## src/rtl/counter_pkg.sv

```systemverilog
// Shared types for the step counter: run modes, default width
// and the mode sequencing helper.
package counter_pkg;

   localparam int CNT_W_DEF = 3;

   typedef enum logic [1:0] {
      MODE_MANUAL = 2'd0,
      MODE_AUTO   = 2'd1,
      MODE_PAUSE  = 2'd2
   } mode_e;

   // MANUAL -> AUTO -> PAUSE -> MANUAL; the unused code 2'd3 recovers to MANUAL.
   function automatic mode_e mode_next(input mode_e m);
      case (m)
         MODE_MANUAL: mode_next = MODE_AUTO;
         MODE_AUTO:   mode_next = MODE_PAUSE;
         default:     mode_next = MODE_MANUAL;
      endcase
   endfunction

endpackage

```

## src/rtl/step_ctrl_debouncer.sv

```systemverilog
// Button conditioner: 2-flop synchronizer, stable-sample counter
// and a registered one-cycle press strobe on an accepted 0->1 level.
// Ports: clk, clrn (sync active-low), btn (raw, async), press (strobe out).
module step_ctrl_debouncer #(
   parameter int DB_CYCLES = 1_000_000
) (
   input  logic clk,
   input  logic clrn,
   input  logic btn,
   output logic press
);

   localparam int CW = $clog2(DB_CYCLES + 1);

   logic [1:0]    sync_q, sync_d;
   logic [CW-1:0] cnt_q, cnt_d;
   logic          level_q, level_d;
   logic          press_q, press_d;

   always_ff @(posedge clk) begin
      if (!clrn) begin
         sync_q  <= '0;
         cnt_q   <= '0;
         level_q <= 1'b0;
         press_q <= 1'b0;
      end else begin
         sync_q  <= sync_d;
         cnt_q   <= cnt_d;
         level_q <= level_d;
         press_q <= press_d;
      end
   end

   // Once DB_CYCLES differing samples have been counted the level is
   // accepted on the following edge, whatever that edge samples.
   always_comb begin
      sync_d  = {sync_q[0], btn};
      cnt_d   = cnt_q;
      level_d = level_q;
      press_d = 1'b0;
      if (cnt_q == CW'(DB_CYCLES)) begin
         level_d = ~level_q;
         cnt_d   = '0;
         press_d = ~level_q;
      end else if (sync_q[1] == level_q) begin
         cnt_d = '0;
      end else begin
         cnt_d = cnt_q + 1'b1;
      end
   end

   assign press = press_q;

endmodule

```

## src/rtl/step_ctrl.sv

```systemverilog
// Next-state generator for the 3-bit count register: debounced STEP/MODE
// buttons, MANUAL/AUTO/PAUSE mode FSM, prescaled auto tick, ns = q+/-1 on step.
// Ports: clk, clrn, q (fed back), btn_step, btn_mode, sw_dir -> ns, mode, step.
module step_ctrl
   import counter_pkg::*;
#(
   parameter int CNT_W     = CNT_W_DEF,
   parameter int DB_CYCLES = 1_000_000,
   parameter int PRESCALE  = 50_000_000
) (
   input  logic             clk,
   input  logic             clrn,
   input  logic [CNT_W-1:0] q,
   input  logic             btn_step,
   input  logic             btn_mode,
   input  logic             sw_dir,
   output logic [CNT_W-1:0] ns,
   output logic [1:0]       mode,
   output logic             step
);

   localparam int PW = $clog2(PRESCALE);

   logic          step_press;
   logic          mode_press;
   mode_e         mode_q, mode_d;
   logic [PW-1:0] presc_q, presc_d;
   logic          step_q, step_d;
   logic [1:0]    dir_sync_q, dir_sync_d;
   logic          tick;

   step_ctrl_debouncer #(.DB_CYCLES(DB_CYCLES)) u_db_step (
      .clk   (clk),
      .clrn  (clrn),
      .btn   (btn_step),
      .press (step_press)
   );

   step_ctrl_debouncer #(.DB_CYCLES(DB_CYCLES)) u_db_mode (
      .clk   (clk),
      .clrn  (clrn),
      .btn   (btn_mode),
      .press (mode_press)
   );

   always_ff @(posedge clk) begin
      if (!clrn) begin
         mode_q     <= MODE_MANUAL;
         presc_q    <= '0;
         step_q     <= 1'b0;
         dir_sync_q <= '0;
      end else begin
         mode_q     <= mode_d;
         presc_q    <= presc_d;
         step_q     <= step_d;
         dir_sync_q <= dir_sync_d;
      end
   end

   always_comb begin
      mode_d = mode_q;
      if (mode_press) begin
         mode_d = mode_next(mode_q);
      end
   end

   // Tick and step use the pre-transition mode, so a MODE press landing
   // on a tick still lets that tick through exactly once.
   always_comb begin
      tick       = (mode_q == MODE_AUTO) && (presc_q == PW'(PRESCALE - 1));
      step_d     = (step_press && (mode_q != MODE_AUTO)) || tick;
      dir_sync_d = {dir_sync_q[0], sw_dir};
      presc_d    = presc_q;
      if ((mode_d == MODE_AUTO) && (mode_q != MODE_AUTO)) begin
         presc_d = '0;
      end else if (mode_q == MODE_AUTO) begin
         presc_d = tick ? '0 : presc_q + 1'b1;
      end
      ns = q;
      if (!clrn) begin
         ns = '0;
      end else if (step_q) begin
         ns = dir_sync_q[1] ? q + CNT_W'(1) : q - CNT_W'(1);
      end
   end

   assign mode = mode_q;
   assign step = step_q;

endmodule

```

## config.mk

```make
export PLATFORM = sky130hd
export DESIGN_NAME = step_ctrl
export DESIGN_NICKNAME = d
export VERILOG_FILES = /design/src/rtl/counter_pkg.sv /design/src/rtl/step_ctrl_debouncer.sv /design/src/rtl/step_ctrl.sv
export SDC_FILE = /design/constraint.sdc
export NUM_CORES = 1
export LEC_CHECK = 0
export BUFFER_PORTS_ARGS = -buffer_cell sky130_fd_sc_hd__buf_2
export CAP_MARGIN = 20
export CORE_MARGIN = 5
export CORE_UTILIZATION = 46
export CTS_CLUSTER_DIAMETER = 80
export DETAILED_ROUTE_END_ITERATION = 12
export GPL_ROUTABILITY_DRIVEN = 0
export GPL_TIMING_DRIVEN = 0
export PLACE_DENSITY_LB_ADDON = 0.3
export SLEW_MARGIN = 25
export SYNTH_ARGS = -nofsm -noshare
export SYNTH_HDL_FRONTEND = slang
export SYNTH_SLANG_ARGS = --single-unit
```

## constraint.sdc

```tcl
create_clock -name clk -period 2.18 [get_ports clk]
set_clock_uncertainty 0.15 [all_clocks]
set_input_delay 0 -clock clk [delete_from_list [all_inputs] [get_ports clk]]
set_output_delay 0 -clock clk [all_outputs]
set_load 0.01 [all_outputs]
```

==> results summary <==
Derived from the worst setup path, the maximum achievable clock frequency is 484 MHz. The total number of H-tree levels came out at 3. The number of cells traversed by the worst register-to-register path is 5. The via count came out at 3233. The worst path arrival time is 2.17 ns. The share of post-route cells with drive strength above 1 came out at 12.6%. The root buffer cell is clkbuf_8. The capturing element type of the critical path is a flop. The flow ran to the end, and the final reports show no timing, DRC or antenna violations. The path category of the worst min-delay check is in -> out.

Of the total synthesized cell area, the portion taken by full adders, half adders and majority gates is 2.52%. The initial core utilization is 46.6%. The synthesized cell area is 0.00377 sq mm.

The simple-gate share of the synthesized area is 32.2%. The TritonCTS clock tree is yes. The cell count after synthesis came out at 435. The worst voltage drop across the vdd grid came out at 0.426 mV.

The pin count of the biggest net entering global routing is 15. The maximum fanout along the worst path came out at 7. The number of antenna repair diodes is 0. The area growth from synthesis to layout came out at 15.3%. The number of hold violations in the final report was 0. The post-layout instance count excluding filler cells is 580. The critical path is of the reg -> reg type. The number of top-level pins is 14. The detailed-routing iteration count for the pre-antenna-repair pass is 4. The worst path setup slack after routing came out at 0.113 ns.

The endpoint required time on the critical path came out at 2.28 ns. The per-cell routed wire length came out at 13.7 microns. The commonest cells after synthesis are dfxtp_1 (79), nor2_1 (46), xnor2_1 (33). During synthesis, Yosys emitted a total of 0 warnings. The first-pass GRT wire length came out at 14100 microns. The filler cell count in the final layout came out at 762. The post-synthesis area per instance came out at 8.67 sq um.

The number of DRC violations after detailed routing came out at 0. The number of antenna violations at the first check in global routing is 0. The power density over the cells is 636 mW/mm^2. TritonCTS created 9 clock buffers.

The placed cell area came out at 0.00397 sq mm. After synthesis, the cell types taking the most area are dfxtp_1 (42%), xnor2_1 (7.7%), nor2_1 (4.6%), nand3_1 (4.1%), nand4_1 (3.2%). The number of global-route vias before repair was 3074.

The post-synthesis cell type count came out at 42. After layout, the minimum clock period comes to 2.07 ns. The global route total overflow came out at 0. The core area is 0.00809 sq mm. The transition time at the pin with the least slew margin is 0.453 ns.

Setup violations remaining at the end of the flow were counted as 0. The synthesized flop and latch total came out at 79. The number of rows in the core area is 33. The max-slew violation count is 0. Setup repair after global routing left no endpoint under its margin. The height of the die is 101 microns. The nature of the critical path startpoint is a flop. The area of the die is 0.0101 sq mm.

The buffer levels on the longest clock path came out at 2. The die extent in x came out at 101 microns. Clock tree synthesis found a total of 79 sinks.

The number of placed instances, taps included is 553. The total detailed-routing wirelength came out at 7950 microns. Once detail routing completed, the nets flagged for antenna violations numbered 0. The worst hold path passes through 4 cells.

Clock-pin slew was measured on the worst setup and hold paths at 0.08 ns. The area share of the largest cell type after synthesis is 42.0%. The count of input and output buffers is 13.

The number of maximum-capacitance constraint violations came out at 0. The part of the cycle the worst path needs came out at 94.8%. The worst setup timing slack at the placement stage came out at -0.159 ns. The total leakage power came out at 1.36 nW. The post-synthesis xor/xnor area fraction came out at 9.99%. The portion of the post-synthesis area used by sequential elements is 42.0%. The net count after synthesis came out at 450. The placed wire-length estimate after detailed placement is 5410 microns.

The worst slew slack as a fraction of its limit is 69.8%. The post-route standard cell area excluding fillers came out at 0.00435 sq mm. The global-route usage over all layers is 17.0%. The multi-input logic area is 0.00208 sq mm. The clock reaches the later pin of the worst-skew pair after 0.35 ns. The prevailing post-synth register cell is dfxtp_1.

The share of flip-flops with an asynchronous set or reset came out at 0%. The number of flops mapped to enable cells by yosys is 0. The number of DRC violations after detailed-routing iteration 0 came out at 112.

Summing the areas of all compound-gate instances in the mapped netlist gives 8.93% of the synthesized area. The portion of netlist area occupied by mux cells came out at 0.531%. In the post-synthesis netlist, the cell with the most instances is dfxtp_1. In the routed layout, each cell is associated on average with a via count of 5.57. After synthesis, the largest family of logic cells by area is simple AND/OR/NAND/NOR gates. The area of all sequential standard cells is 0.00159 sq mm. The final-stage net count came out at 485.

Overall power consumption after layout is estimated at 0.00276 W. The synthesized design spends more area on one cell type than any other, namely dfxtp_1.
[path summary, 6_finish.rpt]
path | from | endpoint | slack, ns
max | presc_q[1] | presc_q[18] | 0.11
min | q[1] | ns[1] | 0.22
max reg2reg | presc_q[1] | presc_q[18] | 0.11
min reg2reg | dir_sync_q[0] | dir_sync_q[1] | 0.29
[layer usage]
layer	up-vias	GRT usage [%]	part of all wire, %
met5	-	0	0
met4	0	8.08	0.86
met3	6	2.56	4.0
met2	70	26.7	46
met1	1508	23.1	49
li1	1649	-	-
[sequential cells by signal, summed over array words and instances, names as in the netlist]
name and count:
dir_sync_q 2, u_db_mode.sync_q 2, presc_q 26, u_db_step.cnt_q 20, u_db_mode.press 1, u_db_mode.cnt_q 20, u_db_step.sync_q 2, u_db_step.level_q 1
u_db_step.press 1, u_db_mode.level_q 1, step 1, mode 2
[power breakdown]
group	leakage, nW	internal [W]	switching [W]
Combinational	0.610	0.0000285	0.0000347
Sequential	0.641	0.00145	0.00000306
Clock	0.109	0.000682	0.000567
[stage by stage]
stage	util (%)	hold slack, ns	TNS [ns]
after global routing	53.7	0.246	0
final	53.7	0.219	0
after CTS	52.9	0.207	0
after global placement	49.0	0.0596	-3.14
after detailed placement	49.0	0.0605	-4.13
after floorplan	-	-0.0325	0
[cell type report]
class / instances / share of cell area [%]
Buffer: 16 / 2.02
Multi-Input combinational cell: 323 / 47.8
Timing Repair Buffer: 24 / 3.80
Sequential cell: 79 / 36.6
Inverter: 17 / 1.47
Clock inverter: 6 / 2.13
Clock buffer: 10 / 3.17
Tap cell: 105 / 3.02
[worst max-delay path, stage by stage (launching register included)]
cell,delay [ns]
dfxtp_1,0.40
ha_1,0.18
and3_1,0.27
nand4_1,0.29
or3_1,0.43
a211oi_1,0.26
[cell families after synthesis]
kind of cell               after synthesis
and+or+nand+nor                        217
DFF                                     79
AOI/OAI and AO/OA                       54
xor gates and xnor gates                43
buffers and inverters                   33
adders and majority gates                7
muxes                                    2
[cell usage in the layout, fill, tap and decap left out, types with 7 or more instances in the layout]
master / synthesis / routed
a211oi_1: 13 / 13
a21oi_1: 12 / 12
and2_1: 9 / 9
buf_2: 7 / 20
clkbuf_8: 0 / 10
dfxtp_1: 79 / 73
dlygate4sd3_1: 0 / 7
inv_1: 17 / 17
nand2_1: 20 / 20
nand3_1: 31 / 30
nand4_1: 19 / 19
nor2_1: 46 / 46
nor3_1: 20 / 20
nor4_1: 15 / 14
o21ai_0: 14 / 14
o31ai_1: 10 / 10
or3_1: 16 / 16
or4_1: 10 / 10
xnor2_1: 33 / 33
xor2_1: 10 / 10
[timing repair]
| action | in CTS | in global routing |
|---|---|---|
| buffers inserted | 0 | 4 |
| endpoints found under the setup margin | 30 | 36 |
| pin swaps | 1 | 3 |
| resized for setup | 2 | 16 |
| endpoints found under the hold margin | 7 | 0 |
| hold buffers | 7 | 0 |
(Power assumes the default switching activity.)
